[src/rtl/hazard_sequencer.sv]
// Pipeline hazard sequencer: per-boundary stall/flush for PC, i2d, d2e, e2m, m2w.
// Latency: stall/flush outputs are combinational from inputs in RUN; the reset hold lasts RESET_HOLD_CYCLES clocks.
// Backpressure: dc_miss stalls everything upstream of MEM; a mispredict seen under dc_miss is deferred, not lost.
// Ports: clk/rst_n; hazard inputs (ic_miss, dc_miss, ex_mispredict, EX dest / decode source operands);
//        per-boundary *_stall/*_flush, hold_active, saturating counters cnt_dc/cnt_ic/cnt_lu/cnt_flush.
// Optional: define HAZARD_SEQ_PERF_COUNTERS_EN to build the counters; otherwise cnt_* are tied to 0.
module hazard_sequencer #(
    parameter int unsigned RESET_HOLD_CYCLES = 4,
    parameter int unsigned CNT_W             = 32
) (
    input  logic             clk,
    input  logic             rst_n,
    input  logic             ic_miss,
    input  logic             dc_miss,
    input  logic             ex_mispredict,
    input  logic             ex_is_load,
    input  logic             ex_uses_rw,
    input  logic [4:0]       ex_rw_addr,
    input  logic             dec_uses_rs,
    input  logic [4:0]       dec_rs_addr,
    input  logic             dec_uses_rt,
    input  logic [4:0]       dec_rt_addr,
    output logic             pc_stall,
    output logic             i2d_stall,
    output logic             i2d_flush,
    output logic             d2e_stall,
    output logic             d2e_flush,
    output logic             e2m_stall,
    output logic             e2m_flush,
    output logic             m2w_stall,
    output logic             m2w_flush,
    output logic             hold_active,
    output logic [CNT_W-1:0] cnt_dc,
    output logic [CNT_W-1:0] cnt_ic,
    output logic [CNT_W-1:0] cnt_lu,
    output logic [CNT_W-1:0] cnt_flush
);

    localparam int unsigned HOLD_W = (RESET_HOLD_CYCLES > 0) ? $clog2(RESET_HOLD_CYCLES + 1) : 1;

    typedef enum logic {ST_HOLD, ST_RUN} state_e;

    localparam state_e            RESET_STATE = (RESET_HOLD_CYCLES == 0) ? ST_RUN : ST_HOLD;
    localparam logic [HOLD_W-1:0] HOLD_INIT   = HOLD_W'(RESET_HOLD_CYCLES);

    state_e            state_q, state_d;
    logic [HOLD_W-1:0] hold_cnt_q, hold_cnt_d;
    logic              pend_flush_q, pend_flush_d;

    logic load_use;
    logic fire_dc, fire_ic, fire_lu, fire_flush;

    // $zero is never a real producer, so it can never create a load-use hazard.
    assign load_use = ex_is_load && ex_uses_rw && (ex_rw_addr != 5'd0) &&
                      ((dec_uses_rs && (dec_rs_addr == ex_rw_addr)) ||
                       (dec_uses_rt && (dec_rt_addr == ex_rw_addr)));

    always_ff @(posedge clk or negedge rst_n) begin
        if (!rst_n) begin
            state_q      <= RESET_STATE;
            hold_cnt_q   <= HOLD_INIT;
            pend_flush_q <= 1'b0;
        end else begin
            state_q      <= state_d;
            hold_cnt_q   <= hold_cnt_d;
            pend_flush_q <= pend_flush_d;
        end
    end

    always_comb begin
        state_d      = state_q;
        hold_cnt_d   = hold_cnt_q;
        pend_flush_d = pend_flush_q;
        pc_stall     = 1'b0;
        i2d_stall    = 1'b0;
        i2d_flush    = 1'b0;
        d2e_stall    = 1'b0;
        d2e_flush    = 1'b0;
        e2m_stall    = 1'b0;
        e2m_flush    = 1'b0;
        m2w_stall    = 1'b0;
        m2w_flush    = 1'b0;
        hold_active  = 1'b0;
        fire_dc      = 1'b0;
        fire_ic      = 1'b0;
        fire_lu      = 1'b0;
        fire_flush   = 1'b0;

        case (state_q)
            ST_HOLD: begin
                // Freeze the whole pipe while the caches initialise; all hazard inputs are ignored.
                pc_stall    = 1'b1;
                i2d_stall   = 1'b1;
                d2e_stall   = 1'b1;
                e2m_stall   = 1'b1;
                m2w_stall   = 1'b1;
                hold_active = 1'b1;
                hold_cnt_d  = hold_cnt_q - HOLD_W'(1);
                if (hold_cnt_q == HOLD_W'(1)) begin
                    state_d = ST_RUN;
                end
            end
            default: begin
                if (dc_miss) begin
                    // MEM is blocked: hold everything behind it and bubble WB.
                    fire_dc   = 1'b1;
                    pc_stall  = 1'b1;
                    i2d_stall = 1'b1;
                    d2e_stall = 1'b1;
                    e2m_stall = 1'b1;
                    m2w_flush = 1'b1;
                    // i2d/d2e are stalled and would drop a flush, so remember it.
                    if (ex_mispredict) begin
                        pend_flush_d = 1'b1;
                    end
                end else if (ex_mispredict || pend_flush_q) begin
                    fire_flush   = 1'b1;
                    i2d_flush    = 1'b1;
                    d2e_flush    = 1'b1;
                    pc_stall     = ic_miss;
                    pend_flush_d = 1'b0;
                end else if (load_use) begin
                    fire_lu   = 1'b1;
                    pc_stall  = 1'b1;
                    i2d_stall = 1'b1;
                    d2e_flush = 1'b1;
                end else if (ic_miss) begin
                    fire_ic   = 1'b1;
                    pc_stall  = 1'b1;
                    i2d_flush = 1'b1;
                end
            end
        endcase
    end

`ifdef HAZARD_SEQ_PERF_COUNTERS_EN
    logic [CNT_W-1:0] cnt_dc_q, cnt_ic_q, cnt_lu_q, cnt_flush_q;

    // Saturating: once all-ones, a counter stays there instead of wrapping.
    always_ff @(posedge clk or negedge rst_n) begin
        if (!rst_n) begin
            cnt_dc_q    <= '0;
            cnt_ic_q    <= '0;
            cnt_lu_q    <= '0;
            cnt_flush_q <= '0;
        end else begin
            if (fire_dc && (cnt_dc_q != '1)) begin
                cnt_dc_q <= cnt_dc_q + CNT_W'(1);
            end
            if (fire_ic && (cnt_ic_q != '1)) begin
                cnt_ic_q <= cnt_ic_q + CNT_W'(1);
            end
            if (fire_lu && (cnt_lu_q != '1)) begin
                cnt_lu_q <= cnt_lu_q + CNT_W'(1);
            end
            if (fire_flush && (cnt_flush_q != '1)) begin
                cnt_flush_q <= cnt_flush_q + CNT_W'(1);
            end
        end
    end

    assign cnt_dc    = cnt_dc_q;
    assign cnt_ic    = cnt_ic_q;
    assign cnt_lu    = cnt_lu_q;
    assign cnt_flush = cnt_flush_q;
`else
    logic unused_fire;
    assign unused_fire = ^{fire_dc, fire_ic, fire_lu, fire_flush};

    assign cnt_dc    = '0;
    assign cnt_ic    = '0;
    assign cnt_lu    = '0;
    assign cnt_flush = '0;
`endif

endmodule
[config.mk]
export PLATFORM = sky130hd
export DESIGN_NAME = hazard_sequencer
export DESIGN_NICKNAME = d
export VERILOG_FILES = /design/src/rtl/hazard_sequencer.sv
export SDC_FILE = /design/constraint.sdc
export NUM_CORES = 1
export LEC_CHECK = 0
export BUFFER_PORTS_ARGS = -buffer_cell sky130_fd_sc_hd__buf_2
export CORE_MARGIN = 2
export CORE_UTILIZATION = 31
export DETAILED_ROUTE_END_ITERATION = 8
export PLACE_DENSITY = 0.8
export RECOVER_POWER = 50
export SYNTH_ARGS = -nofsm -noshare
export SYNTH_HDL_FRONTEND = slang
export SYNTH_SLANG_ARGS = --single-unit
[constraint.sdc]
create_clock -name clk -period 1.3 [get_ports clk]
set_input_delay 0.26 -clock clk [delete_from_list [all_inputs] [get_ports clk]]
set_output_delay 0.26 -clock clk [all_outputs]
set_load 0.01 [all_outputs]
### After elaboration in Yosys (flattened, before gate mapping)

Cells that the tools add are included.

| storage, ports and cells | value |
|---|---|
| flip-flop bits (word level) | 5 |
| latch bits | 0 |
| RAM bits | 0 |
| bits in read-only memories | 0 |
| input port bits | 24 |
| output and inout bits | 138 |
| memories kept | 0 |

| operators by class | value |
|---|---|
| add/sub/neg operators | 1 |
| multipliers | 0 |
| div/mod/pow operators | 0 |
| magnitude comparators | 0 |
| equality and inequality tests | 4 |
| shifts and indexed selects | 0 |
| multiplexer cells | 25 |
| bitwise logic cells | 0 |
| reduce and logical (&&, ||, !) cells | 10 |

Operator list:

| kind | count |
|---|---|
| $mux W1 | 25 |
| $eq A5 B5 Y1 | 2 |
| $logic_and A1 B1 Y1 | 5 |
| $reduce_bool A5 Y1 | 1 |
| $eq A3 B1 Y1 const B | 1 |
| $reduce_and A3 Y1 | 1 |
| $sub A3 B1 Y3 const B | 1 |
| $logic_or A1 B1 Y1 | 2 |
| $ne A2 B1 Y1 const B | 1 |
| $reduce_bool A2 Y1 | 1 |

### Depth between registers and ports, before layout

| depth | value |
|---|---|
| depth in word-level cells | 8 |
| gate-level depth with buffers | 6 |

### Least setup slack after synthesis

No wires, ideal clock.

| timing | value |
|---|---|
| path type | input -> output |
| from | input port ex_rw_addr[0] |
| to | output port i2d_flush |
| data arrival time | 1.148 ns |
| required time | 1.040 ns |
| path slack | -0.108 ns |
| stages on the path | 4 |
| path through | or3_1 -> o311a_1 -> nand2_2 -> o21a_1 |

| between the ends | value |
|---|---|
| cells in the longest elaborated chain, start to end | 8 |
| elaborated cells on any way between the ends | 12 |

Ends and longest elaborated chain:

| what | line | RTL |
|---|---|---|
| start, declared | 18 | `input logic [4:0] ex_rw_addr,` |
| $eq A5 B5 Y1, on equally long branches | 55, 56 |  |
| $logic_and A1 B1 Y1, on equally long branches | 55, 56 |  |
| $logic_or A1 B1 Y1 | 55 | `((dec_uses_rs && (dec_rs_addr == ex_rw_addr)) \|\|` |
| $logic_and A1 B1 Y1 (*) | 54 | `assign load_use = ex_is_load && ex_uses_rw && (ex_rw_addr != 5'd0) &&` |
| $mux W1 (*) | 122 | `end else if (load_use) begin` |
| $mux W1 (*) | 116 | `end else if (ex_mispredict \|\| pend_flush_q) begin` |
| $mux W1 (*) | 104 | `if (dc_miss) begin` |
| $mux W1 (*) | 89 | `case (state_q)` |
| end, declared | 25 | `output logic i2d_flush,` |

Every way passes the cells marked *; elsewhere a longest branch is shown, timed or not.

### Worst setup path in the final report

Ends and elaborated chain as after synthesis.

==> impl_metrics.tcl <==
set metrics [dict create \
    skew_ns 0.00236 \
    dp_hpwl_um 2030 \
    synth_area_leader_cell "buf_4" \
    worstHoldPathCells 3 \
    syn_area_per_cell_um2 7.75 \
    finalCritPeriodShare 1.26 \
    ys_ff_latch 5 \
    clkLatencyLatePin_ns 0.22 \
    rows 24 \
    wl_per_cell_um 8.08 \
    yosysWarnings 0 \
    drtIter0Drc 7 \
    cts_sinks 5 \
    vias 817 \
    grt_pass1_wl_um 2690 \
    whs_ns 0.322 \
    start_util 0.322 \
    min_period_ns 1.64 \
    antenna_found_initial 0 \
    critical_path_class "in2out" \
    cts_root_buffer "clkbuf_8" \
    critPathLaunchType "primary input" \
    final_cell_mix "conb_1, buf_2, xor2_1, buf_6, buf_4" \
    drc_errors 0 \
    die_w_um 71.3 \
    status "complete, but fails checks" \
    ant_nets 0 \
    dp.cells 266 \
    cts_tree "yes" \
    fin_cells 273 \
    synth_seq_area_share 0.0901 \
    final_util 0.300 \
    critPathRequiredTime_ns 1.04 \
    crit_path_end_kind "output pin" \
    arrival_ns 1.38 \
    numPortBuffers 32 \
    drt-total-wl_um 2210 \
    gp_congestion 0.786 \
    hp-class "in2reg" \
    finalNetCount 248 \
    coreArea_um2 4350 \
    netlist.area_leader.share 0.701 \
    cap_violations 0 \
    viasPerCell 2.99 \
    cts_buffers 3 \
    die_h_um 71.3 \
    p_leak_uw 0.000796 \
    power_density_nw_per_um2 589 \
    hold_viol 0 \
    worst-path-max-fanout 3 \
    fin_ws_ns -0.343 \
    synth_cells 181 \
    io_pins 162 \
    diodes 0 \
    synth_cell_types 25 \
    cts_max_level 1 \
    dp_slack_ns -0.414 \
    rsz0062_at_grt "true" \
    drive_gt1_frac 0.222 \
    rr_worst_depth 4 \
    grt_max_degree 8 \
    slew_viol_final 0 \
    grt_pass1_vias 564 \
    drtPass1Iterations 3 \
    violations "setup timing" \
    clk_pin_slew_ns 0.04 \
    ctsLongestPathBuffers 2 \
    grt-ovfl-total 0 \
    setup_viol 6 \
    r2r_slack_ns 0.32 \
    synth_area_leaders "buf_4, dfrtp_1, xor2_1" \
    ir_drop_mv 0.786 \
    fmax_mhz 608 \
    dieArea_um2 5080 \
    final_common_cell "conb_1" \
    netlist_area_um2 1400 \
    track_usage 0.0687 \
    area_delta_synth_final_pct -6.87 \
]
## final cells by class
class	instances	area, um^2
fill	504	3050
inverter	5	18.8
tap	52	65.1
multi-input combinational	167	785
timing repair buffer	40	267
clock buffer	4	45.0
sequential	5	126
## Yosys cell counts
cell and n:
or3_1 1, xnor2_1 4, buf_4 131, conb_1 1, and2_0 1, dfstp_2 1
and2_1 1, a32oi_1 1, inv_1 5, a21o_1 1, o21a_1 1, o21ai_0 3
nor2b_1 1, o22ai_1 1, nor4_1 2, ha_1 2, nand2_1 2, nor2_1 5
dfrtp_1 4, o311a_1 1, nand2_2 1, buf_2 1, nor3_1 1, a21oi_1 1
xor2_1 8
## per-layer routing
layer | vias up | global-route usage | share of wire
met5 | - | 0 | 0
met4 | 0 | 0.00629 | 0
met3 | 0 | 0.0309 | 0.16
met2 | 81 | 0.138 | 0.60
met1 | 357 | 0.0655 | 0.24
li1 | 379 | - | -
## kinds of logic after synthesis
family / count (synthesis) / share of synthesized area
xor gates and xnor gates: 12 / 0.0749
AOI/OAI and AO/OA: 9 / 0.0428
and+or+nand+nor: 15 / 0.0535
adders and majority gates: 2 / 0.0178
other: 1 / 0.00267
buffers and inverters: 137 / 0.718
DFF: 5 / 0.0901
## worst paths after layout
kind,endpoint,startpoint
max in group asynchronous,hold_cnt_q[2]$_DFFE_PN1N_,rst_n
min,pend_flush_q$_DFFE_PN0P_,ex_mispredict
max reg2reg,hold_cnt_q[2]$_DFFE_PN1N_,state_q$_DFF_PN0_
max,i2d_flush,ex_rw_addr[0]
min in group asynchronous,state_q$_DFF_PN0_,rst_n
min reg2reg,hold_cnt_q[1]$_DFFE_PN0N_,hold_cnt_q[1]$_DFFE_PN0N_
## flip-flops by register name, summed over array words and instances, names as in the netlist
name,flops
state_q,1
hold_cnt_q,3
pend_flush_q,1
## what timing repair did
action                                 4_1_cts  5_1_grt
endpoints found under the hold margin        4        0
pin swaps                                    7        9
gates resized for setup                     14        5
hold buffers                                 1        0
gates cloned                                 0        0
setup endpoints to repair                    6        7
setup buffers                                1        1
## stage by stage
| step | TNS, ns | area [um^2] | total power, uW |
|---|---|---|---|
| after global placement | -1.49 | 1160 | 449 |
| after detailed placement | -1.54 | 1160 | 452 |
| after global routing | -1.72 | 1310 | 831 |
| after floorplan | -0.392 | 1880 | 665 |
| final | -1.31 | 1310 | 769 |
| after CTS | -1.36 | 1270 | 764 |
## power by group
part / internal (uW) / switching [uW]
logic: 87.1 / 242
registers: 159 / 1.54
clock network: 210 / 70.3
## critical path, stage by stage
cell	delay, ns
buf_8	0.10
or3_1	0.36
o311a_1	0.33
nand2_2	0.10
o21a_1	0.11
buf_2	0.12
Power figures use the tool's default switching activity.
